File: config.mk
export PLATFORM = sky130hd
export DESIGN_NAME = boot_loader
export DESIGN_NICKNAME = d
export VERILOG_FILES = /design/src/rtl/boot_loader.sv
export SDC_FILE = /design/constraint.sdc
export NUM_CORES = 1
export LEC_CHECK = 0
export CAP_MARGIN = 20
export CORE_MARGIN = 5
export CORE_UTILIZATION = 55
export CTS_CLUSTER_DIAMETER = 100
export CTS_CLUSTER_SIZE = 40
export DETAILED_ROUTE_END_ITERATION = 12
export HOLD_SLACK_MARGIN = 0.03
export PLACE_DENSITY = 0.89
export SYNTH_ARGS = -nofsm -noshare
export SYNTH_HDL_FRONTEND = slang
export SYNTH_SLANG_ARGS = --single-unit
File: constraint.sdc
create_clock -name clk -period 4.3 [get_ports clk]
set_input_delay 0.645 -clock clk [delete_from_list [all_inputs] [get_ports clk]]
set_output_delay 0.645 -clock clk [all_outputs]
set_load 0.005 [all_outputs]
File: src/rtl/boot_loader.sv
// rtl/boot_loader.sv - byte-stream loader for the 64x16 unified memory with XOR checksum and cpu hold
module boot_loader #(
    parameter logic [5:0] BASE_ADDR = 6'd0
) (
    input  logic        clk,
    input  logic        rst,
    input  logic        byte_valid,
    input  logic [7:0]  byte_data,
    output logic        byte_ready,
    output logic [5:0]  mem_address,
    output logic [15:0] mem_in,
    output logic        mem_write,
    output logic        mem_read,
    output logic        cpu_hold,
    output logic        load_done,
    output logic        err
);

    localparam logic [2:0] S_IDLE  = 3'd0;
    localparam logic [2:0] S_HI    = 3'd1;
    localparam logic [2:0] S_LO    = 3'd2;
    localparam logic [2:0] S_WRITE = 3'd3;
    localparam logic [2:0] S_CSUM  = 3'd4;
    localparam logic [2:0] S_DONE  = 3'd5;
    localparam logic [2:0] S_ERR   = 3'd6;

    logic [2:0]  r_state;
    logic [5:0]  r_addr;
    logic [6:0]  r_count;      // words still to be written, 1..64
    logic [7:0]  r_hi;
    logic [7:0]  r_csum;
    logic [15:0] r_mem_in;
    logic        r_mem_write;
    logic        r_cpu_hold;
    logic        r_load_done;
    logic        r_err;
    logic        w_ready;
    logic        w_accept;

    // byte_ready depends on state only so the source never sees a combinational loop through byte_valid
    always_comb begin
        w_ready = 1'b0;
        case (r_state)
            S_IDLE, S_HI, S_LO, S_CSUM: w_ready = 1'b1;
            default:                    w_ready = 1'b0;
        endcase
    end

    assign w_accept = byte_valid & w_ready;

    // Loader FSM: header, word assembly, one-cycle write strobe, checksum verify
    always_ff @(posedge clk) begin
        if (rst) begin
            r_state     <= S_IDLE;
            r_addr      <= BASE_ADDR;
            r_count     <= 7'd0;
            r_hi        <= 8'd0;
            r_csum      <= 8'd0;
            r_mem_in    <= 16'd0;
            r_mem_write <= 1'b1;
            r_cpu_hold  <= 1'b1;
            r_load_done <= 1'b0;
            r_err       <= 1'b0;
        end else begin
            r_load_done <= 1'b0;
            r_mem_write <= 1'b1;
            case (r_state)
                S_IDLE: begin
                    if (w_accept) begin
                        r_cpu_hold <= 1'b1;
                        if (byte_data[7:6] != 2'b00) begin
                            r_err   <= 1'b1;
                            r_state <= S_ERR;
                        end else begin
                            // A zero count field encodes a full 64-word image
                            r_count <= (byte_data[5:0] == 6'd0) ? 7'd64 : {1'b0, byte_data[5:0]};
                            r_csum  <= 8'd0;
                            r_addr  <= BASE_ADDR;
                            r_state <= S_HI;
                        end
                    end
                end
                S_HI: begin
                    if (w_accept) begin
                        r_hi    <= byte_data;
                        r_csum  <= r_csum ^ byte_data;
                        r_state <= S_LO;
                    end
                end
                S_LO: begin
                    if (w_accept) begin
                        r_mem_in    <= {r_hi, byte_data};
                        r_csum      <= r_csum ^ byte_data;
                        r_mem_write <= 1'b0;
                        r_state     <= S_WRITE;
                    end
                end
                S_WRITE: begin
                    // Address wraps naturally at 64 through the 6-bit register
                    r_addr  <= r_addr + 6'd1;
                    r_count <= r_count - 7'd1;
                    r_state <= (r_count == 7'd1) ? S_CSUM : S_HI;
                end
                S_CSUM: begin
                    if (w_accept) begin
                        if (byte_data == r_csum) begin
                            r_load_done <= 1'b1;
                            r_cpu_hold  <= 1'b0;
                            r_state     <= S_DONE;
                        end else begin
                            r_err   <= 1'b1;
                            r_state <= S_ERR;
                        end
                    end
                end
                S_DONE: begin
                    r_state <= S_IDLE;
                end
                S_ERR: begin
                    r_state <= S_ERR;
                end
                default: begin
                    r_state <= S_IDLE;
                end
            endcase
        end
    end

    assign byte_ready  = w_ready;
    assign mem_address = r_addr;
    assign mem_in      = r_mem_in;
    assign mem_write   = r_mem_write;
    assign mem_read    = 1'b1;
    assign cpu_hold    = r_cpu_hold;
    assign load_done   = r_load_done;
    assign err         = r_err;

endmodule

==> out/qor.yml <==
die_area_um2: 6038
antenna_found_initial: 0
p_clk_share_pct: 29.9
post_drt_wl_per_cell_um: 15.19
synthTopCellsByArea: "dfxtp_1, nand2_1, a21oi_1, nand2b_1, nand3_1"
synth_fa_ha_area_share_pct: 1.489
synth_xor_area_share_pct: 2.382
fin_crit_ps: 2580
clock_path_buffers: 2
relSlewSlack_pct: 37.30
crit_path_start_kind: "register"
viasPerCell: 5.882
fmax_mhz: 387.7
vias: 2200
internal_power_w: 0.0007994
drive_above_1_share_pct: 6.832
worstSetupPathType: "reg2out"
place_hpwl_um: 3975
synth_nets: 309
timing.setup.tns_ps: 0
grt_util_all_layers_pct: 19.47
synth_edf_count: 0
clock_latency_ps: 310
yosysTopAreaCell: "dfxtp_1"
synth.area.mux_share_pct: 3.176
ys_types: 57
p_leak_nw: 0.9908
powerDensity_nw_per_um2: 387.1
comb_power_share_pct: 21.3
portBuffers: 37
final_core_util_pct: 67.23
rsz0062_at_grt: "no"
outcome: "completed"
finalCritPeriodShare_pct: 59.99
ant_nets: 0
grt_max_degree: 26
cts-htree-levels: 2
hp-class: "reg2reg"
timing.max_cap.violations: 0
grt_pass1_wl_um: 9846
r2r_slack_ps: 2320
critical_path_arrival_ps: 1930
ir_drop_mv: 0.2488
synth-main-ff-cell: "dfxtp_1"
drt_pre_antenna_iters: 4
ys_async_sr_fraction_pct: 0
finalHoldViolCount: 0
path_clk_slew_ps: 100
overflow: 0
critPathRequiredTime_ps: 3650
drv_slew: 0
layout_common_cells: "dfxtp_1, nand2_1, clkdlybuf4s50_1"
io_pins: 39
clock-sinks: 52
rows: 24
tightest_slew_ps: 937.5
first_global_vias: 2126
syn_area_um2: 2521
fillers: 361
cts_root_buf: "clkbuf_8"
cts_resized: 0
r2r_start: "r_state[0]"
drtIter0Drc: 132
skew_ps: 5.688
place_area_um2: 2853
ys_warn_count: 0
fin_nets: 335
hp-start: "r_hi[3]"
final_common_cell: "dfxtp_1"
synth_compound_area_share_pct: 18.31
die_y_um: 77.71
cts_hold_buf: 0
cts_buffers: 5
synth_top_family_by_area: "simple AND/OR/NAND/NOR gates"
remaining_drc_errors: 0
diodes: 0
routed_wirelength_um: 5680
cp-end-kind: "primary output"
ys_seq_area_share_pct: 41.29
synth-seq-cells: 52
setup_viol_count_final: 0
area_growth_pct: 17.72
initial_utilization_pct: 57.11
cp-startpoint: "r_state[0]"
synth_top_area_share_pct: 41.29
synthCells: 295
switching_share_pct: 30.43
postLayoutCellArea_um2: 2968
synthSimpleGateAreaFrac_pct: 28.04
cts_tree: "done"
post_cts_buffers: 0
fp.dieW_um: 77.71
critPathMaxFanout: 13
p_seq_share_pct: 48.8
gp_congestion: 0.8131
p_sw_w: 0.0003496
coreArea_um2: 4414
syn_avg_cell_area_um2: 8.546
## cell families after synthesis
| family | after synthesis |
|---|---|
| adders and majority gates | 3 |
| and+or+nand+nor | 132 |
| AOI/OAI and AO/OA | 69 |
| xor gates and xnor gates | 6 |
| buffers and inverters | 24 |
| muxes | 8 |
| DFF | 52 |
| other | 1 |
## sequential cells by signal, summed over array words and instances, names as in the netlist, 3 cells and up
register	flops
r_hi	8
mem_address	6
r_state	3
mem_in	16
r_count	7
r_csum	8
## power by group through the flow
stage / Combinational, W / Clock, W / Sequential, W
after floorplan: 0.000192 / 0 / 0.000553
after global placement: 0.000236 / 0 / 0.000568
after detailed placement: 0.000242 / 0 / 0.000571
after CTS: 0.000244 / 0.000349 / 0.000560
after global routing: 0.000274 / 0.000372 / 0.000568
final: 0.000244 / 0.000344 / 0.000561
## per-layer routing
| metal | track usage, % | vias up | share of wire [%] |
|---|---|---|---|
| li1 | - | 1087 | - |
| met1 | 25.25 | 1047 | 43 |
| met2 | 31.97 | 57 | 50 |
| met3 | 4.282 | 9 | 5.5 |
| met4 | 6.529 | 0 | 1.1 |
| met5 | 0 | - | 0 |
## final cells by class
type / count / area, µm² / share of cell area [%]
tap: 52 / 65.06 / 2.192
multi-input combinational: 219 / 1350 / 45.49
timing repair buffer: 38 / 377.9 / 12.73
clock inverter: 3 / 46.29 / 1.560
inverter: 5 / 18.77 / 0.6324
sequential: 52 / 1041 / 35.08
clock buffer: 5 / 68.82 / 2.319
## cells in the mapped netlist (3+ instances only)
cell type,count
xnor2_1,4
a21oi_1,29
o21ai_0,4
nand2b_1,18
dfxtp_1,52
nand2_1,40
inv_1,5
nand3_1,18
o221ai_1,8
buf_2,8
nand4_1,5
ha_1,3
or4_1,3
a31oi_1,3
or3_1,3
mux2i_1,8
buf_6,3
clkbuf_1,6
nor2_1,22
## worst paths after layout
kind,endpoint,cells after the start
worst max-delay path,byte_ready,3
worst min-delay path,mem_in[11],2
worst min register to register,mem_in[11],2
worst max register to register,mem_address[5],4
## worst max-delay path, cell delays in order (launching register included)
cell             delay, ps
dfxtp_1                620
nor2_1                 230
or2_2                  340
clkdlybuf4s50_1        440
## stage by stage
stage	power [W]	setup WS (ps)	hold slack, ps	std cells
floorplan	0.0007450	2398	431.2	295
global placement	0.0008041	1701	441.6	366
detailed placement	0.0008128	1630	446.0	366
CTS	0.001153	1721	460.0	374
global route	0.001214	1615	473.6	374
finish	0.001149	1720	459.4	374
Power figures use the tool's default switching activity.
